===== src/rtl/mcu_frame_receiver.sv =====
// Receiver for the 3-wire open-drain MCU command link: decodes 72-bit EN/CLOCK/DATA frames
// into a command byte plus 64-bit payload and tracks the PTT flag and last IP address.
module mcu_frame_receiver #(
  parameter int unsigned SYNC_STAGES = 2,
  parameter int unsigned TIMEOUT_CYC = 16384
) (
  input  logic        clock,
  input  logic        reset_n,
  input  logic        mcu_en_in,
  input  logic        mcu_clock_in,
  input  logic        mcu_data_in,
  output logic        frame_valid,
  output logic [7:0]  frame_cmd,
  output logic [63:0] frame_payload,
  output logic        frame_error,
  output logic [1:0]  error_code,
  output logic        busy,
  output logic        ptt,
  output logic [31:0] ip_addr,
  output logic        ip_valid,
  output logic        ip_update
);

  localparam int unsigned         TimerW     = $clog2(TIMEOUT_CYC + 1);
  localparam logic [TimerW-1:0]   TimeoutVal = TimerW'(TIMEOUT_CYC);
  localparam logic [6:0]          FrameBits  = 7'd72;

  typedef enum logic [1:0] {StIdle, StShift, StDeliver, StWaitRel} state_e;

  logic [SYNC_STAGES-1:0] r_en_sync, r_clk_sync, r_dat_sync;
  logic                   r_en_d, r_clk_d;
  logic [SYNC_STAGES:0]   r_warm;

  logic w_en_s, w_clk_s, w_dat_s, w_primed;
  logic w_en_fall, w_en_rise, w_clk_rise;

  always_ff @(posedge clock or negedge reset_n) begin
    if (!reset_n) begin
      r_en_sync  <= '1;
      r_clk_sync <= '1;
      r_dat_sync <= '1;
      r_en_d     <= 1'b1;
      r_clk_d    <= 1'b1;
      r_warm     <= '0;
    end else begin
      r_en_sync  <= {r_en_sync[SYNC_STAGES-2:0], mcu_en_in};
      r_clk_sync <= {r_clk_sync[SYNC_STAGES-2:0], mcu_clock_in};
      r_dat_sync <= {r_dat_sync[SYNC_STAGES-2:0], mcu_data_in};
      r_en_d     <= w_en_s;
      r_clk_d    <= w_clk_s;
      r_warm     <= {r_warm[SYNC_STAGES-1:0], 1'b1};
    end
  end

  assign w_en_s  = r_en_sync[SYNC_STAGES-1];
  assign w_clk_s = r_clk_sync[SYNC_STAGES-1];
  assign w_dat_s = r_dat_sync[SYNC_STAGES-1];

  // The preset-high chain makes a pin already low at reset look like a falling edge;
  // edges are only trusted once real pin samples have filled the chain and the delay flop.
  assign w_primed   = r_warm[SYNC_STAGES];
  assign w_en_fall  = w_primed & r_en_d & ~w_en_s;
  assign w_en_rise  = ~r_en_d & w_en_s;
  assign w_clk_rise = ~r_clk_d & w_clk_s;

  state_e             r_state, w_state_d;
  logic [71:0]        r_shift, w_shift_d;
  logic [6:0]         r_cnt, w_cnt_d;
  logic [TimerW-1:0]  r_timer, w_timer_d;
  logic               r_valid, w_valid_d;
  logic               r_error, w_error_d;
  logic [1:0]         r_code, w_code_d;
  logic [7:0]         r_cmd, w_cmd_d;
  logic [63:0]        r_payload, w_payload_d;
  logic               r_ptt, w_ptt_d;
  logic [31:0]        r_ip, w_ip_d;
  logic               r_ipv, w_ipv_d;
  logic               r_ipu, w_ipu_d;

  always_ff @(posedge clock or negedge reset_n) begin
    if (!reset_n) begin
      r_state   <= StIdle;
      r_shift   <= '0;
      r_cnt     <= '0;
      r_timer   <= '0;
      r_valid   <= 1'b0;
      r_error   <= 1'b0;
      r_code    <= '0;
      r_cmd     <= '0;
      r_payload <= '0;
      r_ptt     <= 1'b0;
      r_ip      <= '0;
      r_ipv     <= 1'b0;
      r_ipu     <= 1'b0;
    end else begin
      r_state   <= w_state_d;
      r_shift   <= w_shift_d;
      r_cnt     <= w_cnt_d;
      r_timer   <= w_timer_d;
      r_valid   <= w_valid_d;
      r_error   <= w_error_d;
      r_code    <= w_code_d;
      r_cmd     <= w_cmd_d;
      r_payload <= w_payload_d;
      r_ptt     <= w_ptt_d;
      r_ip      <= w_ip_d;
      r_ipv     <= w_ipv_d;
      r_ipu     <= w_ipu_d;
    end
  end

  always_comb begin
    w_state_d   = r_state;
    w_shift_d   = r_shift;
    w_cnt_d     = r_cnt;
    w_timer_d   = r_timer;
    w_valid_d   = 1'b0;
    w_error_d   = 1'b0;
    w_code_d    = r_code;
    w_cmd_d     = r_cmd;
    w_payload_d = r_payload;
    w_ptt_d     = r_ptt;
    w_ip_d      = r_ip;
    w_ipv_d     = r_ipv;
    w_ipu_d     = 1'b0;
    unique case (r_state)
      StIdle: begin
        if (w_en_fall) begin
          w_state_d = StShift;
          w_cnt_d   = '0;
          w_timer_d = '0;
        end else if (w_primed && !w_en_s) begin
          w_state_d = StWaitRel;
        end
      end
      StShift: begin
        if (w_clk_rise && r_cnt == FrameBits) begin
          w_error_d = 1'b1;
          w_code_d  = 2'd2;
          w_state_d = StWaitRel;
        end else begin
          if (w_clk_rise) begin
            w_shift_d = {r_shift[70:0], w_dat_s};
            w_cnt_d   = r_cnt + 7'd1;
            w_timer_d = '0;
          end else if (r_timer != TimeoutVal) begin
            w_timer_d = r_timer + 1'b1;
          end
          // A bit arriving with the EN release is already counted in w_cnt_d.
          if (w_en_rise) begin
            if (w_cnt_d == FrameBits) begin
              w_state_d   = StDeliver;
              w_valid_d   = 1'b1;
              w_cmd_d     = w_shift_d[71:64];
              w_payload_d = w_shift_d[63:0];
              case (w_shift_d[71:64])
                8'd3: begin
                  w_ip_d  = w_shift_d[63:32];
                  w_ipv_d = 1'b1;
                  w_ipu_d = 1'b1;
                end
                8'd5:    w_ptt_d = 1'b1;
                8'd6:    w_ptt_d = 1'b0;
                default: ;
              endcase
            end else begin
              w_error_d = 1'b1;
              w_code_d  = 2'd1;
              w_state_d = StIdle;
            end
          end else if (!w_clk_rise && r_timer == TimeoutVal) begin
            w_error_d = 1'b1;
            w_code_d  = 2'd3;
            w_state_d = StWaitRel;
          end
        end
      end
      StDeliver: w_state_d = StIdle;
      StWaitRel: begin
        if (w_en_s) w_state_d = StIdle;
      end
      default: w_state_d = StIdle;
    endcase
  end

  assign frame_valid   = r_valid;
  assign frame_cmd     = r_cmd;
  assign frame_payload = r_payload;
  assign frame_error   = r_error;
  assign error_code    = r_code;
  assign busy          = (r_state == StShift) || (r_state == StWaitRel);
  assign ptt           = r_ptt;
  assign ip_addr       = r_ip;
  assign ip_valid      = r_ipv;
  assign ip_update     = r_ipu;

endmodule


===== config.mk =====
export PLATFORM = sky130hd
export DESIGN_NAME = mcu_frame_receiver
export DESIGN_NICKNAME = d
export VERILOG_FILES = /design/src/rtl/mcu_frame_receiver.sv
export SDC_FILE = /design/constraint.sdc
export NUM_CORES = 1
export LEC_CHECK = 0
export CAP_MARGIN = 30
export CORE_MARGIN = 4
export CORE_UTILIZATION = 57
export CTS_BUF_LIST = sky130_fd_sc_hd__clkbuf_4 sky130_fd_sc_hd__clkbuf_8
export DETAILED_ROUTE_END_ITERATION = 6
export MAX_ROUTING_LAYER = met4
export PLACE_DENSITY_LB_ADDON = 0.25
export SYNTH_ARGS = -nofsm -noshare
export SYNTH_HDL_FRONTEND = slang
export SYNTH_SLANG_ARGS = --single-unit

===== constraint.sdc =====
create_clock -name clock -period 2.85 [get_ports clock]
set_input_delay 0.855 -clock clock [delete_from_list [all_inputs] [get_ports clock]]
set_output_delay 0.855 -clock clock [all_outputs]
set_load 0.05 [all_outputs]

==> results of run 1 <==
-- sequential cells by signal (all words and copies together) (netlist names), 2 cells and up --
name           cells
r_shift           72
frame_payload     64
ip_addr           32
r_timer           15
frame_cmd          8
r_cnt              7
r_warm             3
error_code         2
r_clk_sync         2
r_dat_sync         2
r_en_sync          2
r_state            2
-- cell families (layout without fill, tap and decap cells) --
group                      count (synthesis)  count (layout)  synth area share (%)
muxes                                    141             141                 16.07
DFF                                      218             218                 58.54
other                                      1               1               0.04017
and+or+nand+nor                          209             209                 10.37
AOI/OAI and AO/OA                        180             180                 10.87
buffers and inverters                     54             202                 3.578
adders and majority gates                  4               4                0.5361
-- per-layer routing --
layer / track usage (%) / vias to the layer above
li1: - / 3082
met1: 28.77 / 3251
met2: 36.73 / 159
met3: 5.551 / 21
met4: 6.215 / 0
met5: - / -
-- through the flow --
stage	hold WS (ns)	power (mW)	std cells	worst slack [ns]	instance area, um2
after floorplan	0.3312	3.709	807	0.7104	9336
after global placement	0.3340	3.883	1109	0.4642	10690
after detailed placement	0.3397	3.917	1109	0.3626	10690
after CTS	0.3552	6.780	1171	0.09904	11450
after global routing	0.3599	7.000	1171	0.05561	11450
final	0.3473	6.707	1171	0.1272	11450
-- layout make-up --
class	instances	area [um2]
Sequential cell	218	5465
Clock inverter	3	40.04
Fill cell	1137	4489
Timing Repair Buffer	130	1346
Clock buffer	59	724.4
Inverter	10	37.54
Multi-Input combinational cell	535	3570
Tap cell	216	270.3
-- cells in the mapped netlist, types with 4 or more instances --
| master | instances | area, um2 |
|---|---|---|
| nand4_1 | 4 | 25.02 |
| dfstp_2 | 8 | 210.2 |
| dfrtp_1 | 210 | 5255 |
| buf_2 | 10 | 50.05 |
| nor2_1 | 23 | 86.33 |
| clkbuf_2 | 5 | 25.02 |
| mux2_2 | 70 | 788.3 |
| buf_6 | 11 | 123.9 |
| nor3_1 | 5 | 25.02 |
| clkbuf_1 | 9 | 33.78 |
| a31oi_1 | 5 | 31.28 |
| nand2_1 | 129 | 484.2 |
| inv_1 | 10 | 37.54 |
| o31ai_1 | 6 | 45.04 |
| o21ai_0 | 96 | 480.5 |
| nand2b_1 | 5 | 31.28 |
| and3_1 | 6 | 37.54 |
| ha_1 | 4 | 50.05 |
| a21oi_1 | 8 | 40.04 |
| and2_1 | 4 | 25.02 |
| nand3_1 | 8 | 40.04 |
| o21ai_1 | 46 | 230.2 |
| buf_4 | 8 | 60.06 |
| nor4_1 | 4 | 25.02 |
| mux2i_1 | 70 | 700.7 |
-- report_power, final --
group / switching [mW] / internal, mW
logic: 0.336 / 0.215
registers: 0.115 / 3.20
clock network: 1.15 / 1.69
-- worst paths after layout --
check,slack [ns],startpoint,depth (start not counted),endpoint
setup / recovery,0.13,r_state[0]$_DFFE_PN0P_,1,busy
setup reg to reg,0.33,r_cnt[0]$_DFFE_PN0P_,8,frame_payload[0]$_DFFE_PN0P_
hold reg to reg,0.35,r_warm[0]$_DFF_PN0_,0,r_warm[1]$_DFF_PN0_
min in group clock,0.35,r_warm[0]$_DFF_PN0_,0,r_warm[1]$_DFF_PN0_
max in group asynchronous,1.73,reset_n,2,r_dat_sync[0]$_DFF_PN1_
hold / removal,0.35,reset_n,1,frame_valid$_DFF_PN0_
==> results.cfg, run 1 <==
[status]
status = finished clean

[synth]
ys.flop_type = dfrtp_1
async_flop_share_pct = 100.0
syn_inst = 807
synth_cell_types = 55
ys_ff_latch = 218
synth_edf_count = 0
yosysSeqAreaShare_pct = 58.54
yosysWarningCount = 0
synth_area_um2 = 9336
avgSynthCellArea_um2 = 11.57
syn_nets = 816

[critical_path]
cp.arrival_ns = 1.87
crit_path_max_incr_delay_ns = 0.88
path_class = register to output port
crit_chain = clkdlybuf4s50_1
worstPathMaxFanout = 8
path_buf_inv = 1
cp-end-kind = output port
required_ns = 2.00
critPathLaunchType = register
critPathTopFamily = buffers and inverters
slowest_stage = clkdlybuf4s50_1

[die]
ioPinCount = 117
die_area_um2 = 18490
std_cell_rows = 46
initial_core_util_pct = 58.56
die_w_um = 136.0
coreArea_um2 = 15940
die_height_um = 136.0

[final_layout]
insertedDiodeCount = 0
layout_commonest_cell = dfrtp_1
nets = 940
final_util_pct = 71.84
area_delta_synth_final_pct = 22.68
layout_common_cells = dfrtp_1 (210), nand2_1 (128), clkdlybuf4s50_1 (115)
final_layout_size_suffix_gt1_share_pct = 17.70

[detailed_routing]
wire_per_inst_um = 16.61
top_layer = met4
antenna_left = 0
viasPerCell = 5.562
drc = 0
wl_met2_um = 9840
met1Wirelength_um = 8346
met3WireLength_um = 1010
wirelength_um = 19450
firstDrtPassIters = 5
dr_total_vias = 6513
drtIter0Drc = 355

[global_route]
grt_max_degree = 88
grt-ovfl-total = 0
first_global_vias = 6701
antenna_found_initial = 0
grt_first_pass_wirelength_um = 33080
grtUsageTotal_pct = 22.62

[clock_network]
cts_tree = done
clkTransAtPathRegs_ns = 0.06
cts_setup_buffers = 0
cts-root-buf = clkbuf_8
clockBufferDepth = 3
cts.repair.resized = 0
htreeDepth = 2
clock_sinks = 218
clock_latency_ns = 0.51
postCtsHoldBufs = 0
numCtsBuffers = 36

[sta]
hold_violations = 0
clock.fmax_mhz = 367.3
tightest_slew_ns = 0.7126
setup_viol = 0
rsz0062_at_grt = no
fin_crit_ns = 2.723
min_period_over_period_pct = 95.54
relSlewSlack_pct = 52.10
drv_slew = 0
skew_ns = 0.01482
finalSetupTns_ns = 0

[placed_design]
gp_congestion = 0.8634
dpl.hpwl_um = 12990
io_buffers = 116

[power_and_ir_drop]
leakage_nw = 5.154
powerDensity_nw_per_um2 = 585.6
vdd_drop_max_mv = 0.3702

[min_path]
hp-class = primary input to asynchronous set/reset pin

[flow_run]
cap_violations = 0
No activity file was read; power rests on OpenSTA's default activity.
==> run 2, diff against run 1 <==
- SKIP_CTS_REPAIR_TIMING: unset -> 1
==> results of run 2 <==
Same layout as run 1: the final DEF is identical, and so are final timing and power.
